==> config.mk <==
export PLATFORM = sky130hd
export DESIGN_NAME = memory_access_sequencer
export DESIGN_NICKNAME = d
export VERILOG_FILES = /design/src/rtl/memory_access_sequencer.sv
export SDC_FILE = /design/constraint.sdc
export NUM_CORES = 1
export LEC_CHECK = 0
export CAP_MARGIN = 5
export CORE_MARGIN = 10
export CORE_UTILIZATION = 36
export DETAILED_ROUTE_END_ITERATION = 10
export PLACE_DENSITY = 0.84
export SLEW_MARGIN = 20
export SYNTH_ARGS = -nofsm -noshare
export SYNTH_HDL_FRONTEND = slang
export SYNTH_SLANG_ARGS = --single-unit
==> constraint.sdc <==
create_clock -name clock -period 6.15 [get_ports clock]
set_input_delay 1.845 -clock clock [delete_from_list [all_inputs] [get_ports clock]]
set_output_delay 1.845 -clock clock [all_outputs]
set_load 0.01 [all_outputs]
==> src/rtl/memory_access_sequencer.sv <==
// rtl/memory_access_sequencer.sv - per-instruction control FSM ahead of the memory controller
// Optional macro: MEMORY_ACCESS_SEQUENCER_PERF_COUNTERS_EN adds retiredCount/memoryCycles outputs.
module memory_access_sequencer #(
  parameter int unsigned FETCH_LATENCY      = 1,
  parameter bit          HALT_ON_BAD_OPCODE = 1'b1
) (
  input  logic        clock,
  input  logic        reset,
  input  logic [31:0] instruction,
  input  logic        stall,
  input  logic        memoryUnalignedAccess,
  input  logic        memoryBadFunct3,
  output logic [1:0]  memoryMode,
  output logic [2:0]  funct3,
  output logic        rdWriteEnable,
  output logic        pcAdvance,
  output logic        halted,
  output logic [1:0]  haltCause
`ifdef MEMORY_ACCESS_SEQUENCER_PERF_COUNTERS_EN
  ,
  output logic [63:0] retiredCount,
  output logic [31:0] memoryCycles
`endif
);

  // Memory controller mode encoding
  localparam logic [1:0] MODE_NOP           = 2'd0;
  localparam logic [1:0] MODE_LOAD          = 2'd1;
  localparam logic [1:0] MODE_STORE_PRELOAD = 2'd2;
  localparam logic [1:0] MODE_STORE         = 2'd3;

  // Halt cause encoding
  localparam logic [1:0] CAUSE_NONE      = 2'b00;
  localparam logic [1:0] CAUSE_UNALIGNED = 2'b01;
  localparam logic [1:0] CAUSE_FUNCT3    = 2'b10;
  localparam logic [1:0] CAUSE_OPCODE    = 2'b11;

  // RV32 major opcodes
  localparam logic [6:0] OPC_LOAD     = 7'b0000011;
  localparam logic [6:0] OPC_STORE    = 7'b0100011;
  localparam logic [6:0] OPC_LUI      = 7'b0110111;
  localparam logic [6:0] OPC_AUIPC    = 7'b0010111;
  localparam logic [6:0] OPC_JAL      = 7'b1101111;
  localparam logic [6:0] OPC_JALR     = 7'b1100111;
  localparam logic [6:0] OPC_OP_IMM   = 7'b0010011;
  localparam logic [6:0] OPC_OP       = 7'b0110011;
  localparam logic [6:0] OPC_BRANCH   = 7'b1100011;
  localparam logic [6:0] OPC_MISC_MEM = 7'b0001111;
  localparam logic [6:0] OPC_SYSTEM   = 7'b1110011;

  localparam logic [2:0] LATENCY = 3'(FETCH_LATENCY);

  typedef enum logic [2:0] {
    ST_INIT         = 3'd0,
    ST_FETCH_WAIT   = 3'd1,
    ST_EXECUTE      = 3'd2,
    ST_LOAD_WB      = 3'd3,
    ST_STORE_COMMIT = 3'd4,
    ST_HALTED       = 3'd5
  } state_t;

  state_t     state_q, state_d;
  logic [2:0] cnt_q, cnt_d;
  logic [1:0] cause_q, cause_d;
  logic [6:0] opcode;
  logic       any_flag;
  logic       unused_instr_bits;

  assign opcode            = instruction[6:0];
  assign funct3            = instruction[14:12];
  assign haltCause         = cause_q;
  assign any_flag          = memoryUnalignedAccess | memoryBadFunct3;
  assign unused_instr_bits = ^{instruction[31:15], instruction[11:7]};

  // State, fetch-wait counter and captured halt cause
  always_ff @(posedge clock or posedge reset) begin
    if (reset) begin
      state_q <= ST_INIT;
      cnt_q   <= LATENCY;
      cause_q <= CAUSE_NONE;
    end else begin
      state_q <= state_d;
      cnt_q   <= cnt_d;
      cause_q <= cause_d;
    end
  end

  // Next-state and outputs; flags only steer the transition, never memoryMode
  always_comb begin
    state_d       = state_q;
    cnt_d         = cnt_q;
    cause_d       = cause_q;
    memoryMode    = MODE_NOP;
    rdWriteEnable = 1'b0;
    pcAdvance     = 1'b0;
    halted        = 1'b0;

    case (state_q)
      ST_INIT, ST_FETCH_WAIT: begin
        // stall only freezes the post-retire wait, not the reset wait
        if (state_q == ST_INIT || !stall) begin
          if (cnt_q <= 3'd1) begin
            cnt_d   = 3'd0;
            state_d = ST_EXECUTE;
          end else begin
            cnt_d = cnt_q - 3'd1;
          end
        end
      end

      ST_EXECUTE: begin
        if (!stall) begin
          case (opcode)
            OPC_LOAD: begin
              memoryMode = MODE_LOAD;
              if (any_flag) begin
                state_d = ST_HALTED;
                cause_d = memoryBadFunct3 ? CAUSE_FUNCT3 : CAUSE_UNALIGNED;
              end else begin
                state_d = ST_LOAD_WB;
              end
            end
            OPC_STORE: begin
              // Always preload first so a faulting store never writes
              memoryMode = MODE_STORE_PRELOAD;
              if (any_flag) begin
                state_d = ST_HALTED;
                cause_d = memoryBadFunct3 ? CAUSE_FUNCT3 : CAUSE_UNALIGNED;
              end else begin
                state_d = ST_STORE_COMMIT;
              end
            end
            OPC_LUI, OPC_AUIPC, OPC_JAL, OPC_JALR, OPC_OP_IMM, OPC_OP: begin
              rdWriteEnable = 1'b1;
              pcAdvance     = 1'b1;
              state_d       = ST_FETCH_WAIT;
            end
            OPC_BRANCH, OPC_MISC_MEM, OPC_SYSTEM: begin
              pcAdvance = 1'b1;
              state_d   = ST_FETCH_WAIT;
            end
            default: begin
              if (HALT_ON_BAD_OPCODE) begin
                state_d = ST_HALTED;
                cause_d = CAUSE_OPCODE;
              end else begin
                pcAdvance = 1'b1;
                state_d   = ST_FETCH_WAIT;
              end
            end
          endcase
        end
      end

      ST_LOAD_WB: begin
        // Address held so the synchronous read data stays valid for writeback
        memoryMode    = MODE_LOAD;
        rdWriteEnable = 1'b1;
        pcAdvance     = 1'b1;
        state_d       = ST_FETCH_WAIT;
      end

      ST_STORE_COMMIT: begin
        memoryMode = MODE_STORE;
        pcAdvance  = 1'b1;
        state_d    = ST_FETCH_WAIT;
      end

      ST_HALTED: begin
        halted = 1'b1;
      end

      default: begin
        state_d = ST_INIT;
      end
    endcase

    if (pcAdvance) begin
      cnt_d = LATENCY;
    end
  end

`ifdef MEMORY_ACCESS_SEQUENCER_PERF_COUNTERS_EN
  logic [63:0] retired_q;
  logic [31:0] memcyc_q;

  assign retiredCount = retired_q;
  assign memoryCycles = memcyc_q;

  // Retirement and memory-busy counters, frozen once halted
  always_ff @(posedge clock or posedge reset) begin
    if (reset) begin
      retired_q <= 64'd0;
      memcyc_q  <= 32'd0;
    end else if (!halted) begin
      if (pcAdvance) begin
        retired_q <= retired_q + 64'd1;
      end
      if (memoryMode != MODE_NOP) begin
        memcyc_q <= memcyc_q + 32'd1;
      end
    end
  end
`endif

endmodule

* Word level (Yosys, flattened, before mapping)
Cells that the tools add are included.
** Cells by class
- Reduce and logical (&&, ||, !) cells :: 13
- Multiplexer cells :: 24
- Magnitude comparators :: 1
- $mul :: 0
- Bitwise logic cells :: 4
- Eq/ne operators :: 20
- Add/sub/neg operators :: 1
- Div/mod/pow operators :: 0
- Shifts and indexed selects :: 0
** Operators by type and width (number)
- $eq A7 B7 Y1 const B :: 4
- $mux W3 :: 8
- $eq A7 B6 Y1 const B :: 3
- $eq A7 B5 Y1 const B :: 2
- $pmux W3 S4 :: 1
- $pmux W3 S3 :: 1
- $reduce_or A9 Y1 :: 1
- $pmux W2 S2 :: 2
- $reduce_and A4 Y1 :: 2
- $eq A7 B2 Y1 const B :: 1
- $eq A7 B4 Y1 const B :: 1
- $eq A3 B2 Y1 const B :: 2
- $eq A3 B3 Y1 const B :: 2
- $mux W1 :: 6
- $mux W2 :: 3
- $ne A2 B2 Y1 const B :: 3
- $pmux W2 S3 :: 1
- $reduce_or A2 Y1 :: 3
- $reduce_or A6 Y1 :: 1
- $pmux W1 S2 :: 2
- $reduce_bool A2 Y1 :: 2
- $eq A3 B1 Y1 const B :: 1
- $le A3 B1 Y1 const B :: 1
- $logic_not A3 Y1 :: 1
- other kinds (7) :: 9
** Storage, ports and cells
- Output and inout port bits :: 10
- Memory bits (writable) :: 0
- Memory bits (read-only) :: 0
- Word-level logic and storage cells :: 66
- Bits in latches :: 0
- Input bits :: 37
- Memories :: 0
- Flip-flop bits (word level) :: 8

* Logic depth before layout (Yosys ltp)
Gate-level depths: netlist of run 1.
- Depth in word-level cells :: 7
- Gate-level depth with buffers :: 7
- Gate-level depth less buffers :: 7

* Worst setup path after synthesis of run 1
OpenSTA, ideal clock, no wires.
- Path kind :: input to output
- From :: input instruction[2]
- To :: output memoryMode[1]
- Stages :: 5
- Buffers on the path :: 0
- Required time :: 4305 ps
- Path slack :: 1557 ps
- Arrival time :: 2748 ps
- Cell sequence :: nor4_1 -> nand3_1 -> nor2_1 -> nand3_1 -> a21oi_1
** On the way
- Cells in the longest elaborated chain, start to end :: 4
- Elaborated cells on any way between the ends :: 5
- Classes of those cells :: eq/ne: 2; mux: 3
** RTL lines
- start, declared :: RTL line 9 : input logic [31:0] instruction,
- $eq A7 B6 Y1 or $eq A7 B2 Y1 (tied branches) :: RTL line 113 : case (opcode)
- $pmux W2 S2 * :: RTL line 113
- $mux W2 * :: RTL line 112 : if (!stall) begin
- $pmux W2 S3 * :: RTL line 98 : case (state_q)
- end, declared :: RTL line 13 : output logic [1:0] memoryMode,
Every way passes the cells marked *; elsewhere a longest branch is shown, timed or not.

* Worst setup path in the final report of run 1
- From :: input instruction[3]
- To :: output memoryMode[1]
Same word-level chain as after synthesis.

==> results of run 1 <==
==> path summary, 6_finish.rpt <==
check                      slack, ps                  endpoint                      from  cells after the start
setup / recovery                 420             memoryMode[1]            instruction[3]                      7
hold / removal                   510  haltCause[0]$_DFFE_PP0P_  haltCause[0]$_DFFE_PP0P_                      1
setup reg to reg                4550    state_q[0]$_DFFE_PP0P_      cnt_q[0]$_DFFE_PP1P_                      6
hold reg to reg                  510  haltCause[0]$_DFFE_PP0P_  haltCause[0]$_DFFE_PP0P_                      1
max in group asynchronous       4040      cnt_q[0]$_DFFE_PP1P_                     reset                      2
min in group asynchronous       1830      cnt_q[1]$_DFFE_PP0P_                     reset                      2
==> kinds of logic (layout without fill, tap and decap cells) <==
group,Yosys count,after routing,share of synthesized area
AND/OR/NAND/NOR,35,35,0.303
AO/OA/AOI/OAI,24,24,0.264
adder cells (fa/ha/maj),2,2,0.0394
flip-flops,8,8,0.317
buffers and inverters,10,28,0.0768
==> metal layers <==
metal	wire length [um]	vias to the layer above
met4	32	0
met5	0	-
met1	630	281
li1	-	317
met3	196	4
met2	725	19
==> through the flow <==
stage          instance area, sq um  hold slack [ps]  power, mW
5_1_grt                         847              525      0.360
3_3_place_gp                    821              496      0.277
3_5_place_dp                    821              502      0.287
2_1_floorplan                   636              505      0.219
4_1_cts                         847              514      0.333
6_report                        847              508      0.327
==> layout make-up <==
class	count	share of cell area
Clock buffer	4	0.0310
Timing Repair Buffer	18	0.213
Sequential cell	8	0.238
Inverter	6	0.0266
Multi-Input combinational cell	61	0.455
Tap cell	25	0.0369
==> state kept, by name (all words and copies together) (netlist names) <==
name and count:
state_q 3, cnt_q 3, haltCause 2
==> cells in the final DEF (no fill, tap or decap), types with 2 or more instances in the layout <==
master and count:
clkbuf_4 3, clkdlybuf4s50_1 18, nand3_1 2, o22ai_1 2, ha_1 2, nand2b_1 5, nor3_1 5, nand2_1 4
nor2b_1 3, a21oi_1 4, nor2_1 9, a211o_1 3, dfrtp_1 7, inv_1 6, o21ai_0 6
==> cells in the mapped netlist, drive strengths merged <==
cell and instances:
nor3 5, o22a 1, o31ai 1, nand2b 5
a21boi 1, a21o 1, nor4 2, nand4 1
or3b 1, o21bai 1, o21ai 7, nand2 4
nand3 2, a211o 3, a21oi 4, dfrtp 7
ha 2, nor4b 1, nor2b 4, buf 3
inv 6, nor2 9, or4 1, clkbuf 1
o21a 1, o22ai 2, o311ai 1, a31o 1
dfstp 1
==> worst max-delay path, delay by kind of cell <==
| family | cells | cell delay [ps] |
|---|---|---|
| and+or+nand+nor | 4 | 840 |
| buffers and inverters | 2 | 1040 |
| AOI/OAI and AO/OA | 1 | 150 |
==> power breakdown <==
group | internal [mW] | total, mW | switching (mW) | leakage, nW
Clock | 0.0249 | 0.0437 | 0.0188 | 0.0150
Combinational | 0.0904 | 0.178 | 0.0881 | 0.222
Sequential | 0.0785 | 0.105 | 0.0264 | 0.0950
Total | 0.194 | 0.327 | 0.133 | 0.332
==> results.md, run 1 <==
- The signal arrival time at the worst endpoint is 3880 ps.
- Clock tree synthesis found a total of 8 sinks.
- The number of buffers inserted for hold repair after clock tree synthesis is 0.
- The final worst clock skew is 5.47 ps.
- Registers take 201 sq um.
- The first routing iteration left 15 violations.
- The iteration count of the initial detailed-routing pass is 2.
- The die extent in y is 62.0 um.
- After detailed placement, the design holds a cell count of 118.
- The Yosys warning count is 0.
- The most congested layer reported by global routing is met2.
- At the later pin of the worst-skew pair, clock insertion delay measures 260 ps.
- The number of antenna diodes in the final layout is 0.
- The longest individual stage delay on the worst path is 560 ps.
- VDD sags by at most 0.207 mV.
- The final-report setup violation count is 0.
- The max-capacitance violation count is 0.
- The fill cell total of the finished layout is 166.
- The clock tree root driver cell is clkbuf_4.
- By area the synthesized netlist is led by dfrtp_1 (28%), nor2_1 (5.3%), nand2b_1 (4.9%), o21ai_0 (4.7%), dfstp_2 (4.1%).
- The critical path goes through clkdlybuf4s50_1, nor4_1, nand3_1, nor2_1, nand3_1, a21oi_1, clkdlybuf4s50_1.
- Adding up every negative setup slack in the final design gives 0 ps.
- Of the synthesized area, sequential elements account for 0.317.
- The routing usage on met2 is 0.148.
- Post-CTS repair changed the size of 0 cells.
- The total overflow left after global routing is 0.
- The worst setup path is launched from an input pin.
- The TritonCTS clock tree is done.
- The starting utilization of the core area is 0.372.
- The cell count after synthesis came out at 79.
- The non-filler instance count after layout is 122.
- The unique cell type count in the Yosys netlist is 32.
- The measured slew at the worst slew-check pin is 383 ps.
- In this run, CTS created clock tree buffers numbering 3.
- Summing every instance area after synthesis gives 636 sq um.
- The element type at the critical path end is an output pin.
- The time the final worst path needs with I/O delays and setup is 5730 ps.
- In the global route stage, overall resource usage came out at 0.0871.
- Of the post-synthesis cell area, the dominant cell type holds 0.276.
- The synthesized area divided by synthesized cell count is 8.05 sq um.
- The met1 usage in global routing is 0.0840.
- The final weighted congestion in routability-driven placement is 0.783.
- The pin count of the biggest net entering global routing is 12.
- The initial antenna violation count is 0.
- The first global-routing pass estimated 2.53 mm of wire.
- The count of unresolved DRC violations after routing is 0.
- The layout cell share with drive strength beyond 1 is 0.103.
- The final hold violation count is 0.
- In this run the static leakage power is 0.332 nW.
- Setup repair after global routing left no endpoint under its margin.
- At the end of the flow the core is filled with cells to 0.496.
- The max-slew violation count was 0.
- The number of global-route vias before repair came to 586.
- Pin placement for this block handled 47 I/O pins.
- The width of the die is 62.0 um.
- Port buffering added 18 buffers.
- Synthesis produced a netlist with a net count of 118.
- In the final routed layout, each cell accounts on average for 13.0 um.
- The flow ran to the end, and the final reports show no timing, DRC or antenna violations.
- The post-detailed-route via-to-cell ratio is 5.09.
- The cell type contributing the most total cell area after synthesis is dfrtp_1.
- The maximum frequency from static timing analysis is 175 MHz.
- Summed over all nets, the half-perimeter wirelength after detailed placement is 1.31 mm.
- The post-CTS repair timing setup buffer count is 0.
- Of all nets on the critical path, the largest fanout is 5.
- Timing analysis after detailed placement gives a worst setup slack of 410 ps.
- The number of H-tree levels is 1.
- Dividing the final minimum period by the clock period gives 0.931.
- For the worst setup path, the data required time is 4300 ps.
- The die outline area is 3850 sq um.
- In the post-route analysis, the smallest setup slack over all paths is 423 ps.
- The count of nets after finishing is 137.
- The critical path start-end classification is input pin to output pin.
- In this run the power density over the cells is 386 nW/um^2.
- Summed over all layers, the routed wires come to 1.59 mm.
- The slowest stage cell on the critical path is clkdlybuf4s50_1.
- The layout overhead on the synthesized area is 33.3%.
- The area of the placeable core is 1710 sq um.
- In the global route stage, met3 resource usage came out at 0.0447.
- The clock transition at the registers of the reported paths is 50 ps.
- Counting flops and latches in the post-synthesis netlist gives 8.
- The tightest min-delay check is of the flop to flop type.
- In this run the remaining antenna-violating nets after routing total 0.
- The max-slew headroom at the worst pin is 0.744.
- The total number of vias is 621.
- The multi-input combinational cells in the finished layout cover a total of 385 sq um.
- The deepest clock path buffer count is 2.
- In this run the core area contains 15 standard-cell rows.
No activity file was read; power rests on OpenSTA's default activity.
==> run 2: changes to the inputs <==
TNS_END_PERCENT = 10   (was default)
==> results of run 2 <==
The final DEF is identical to that of run 1; final timing and power are the same.
==> run 3: changes to the inputs <==
CAP_MARGIN = 25   (was 5)
==> results of run 3 <==
The final DEF is identical to that of run 1; final timing and power are the same.
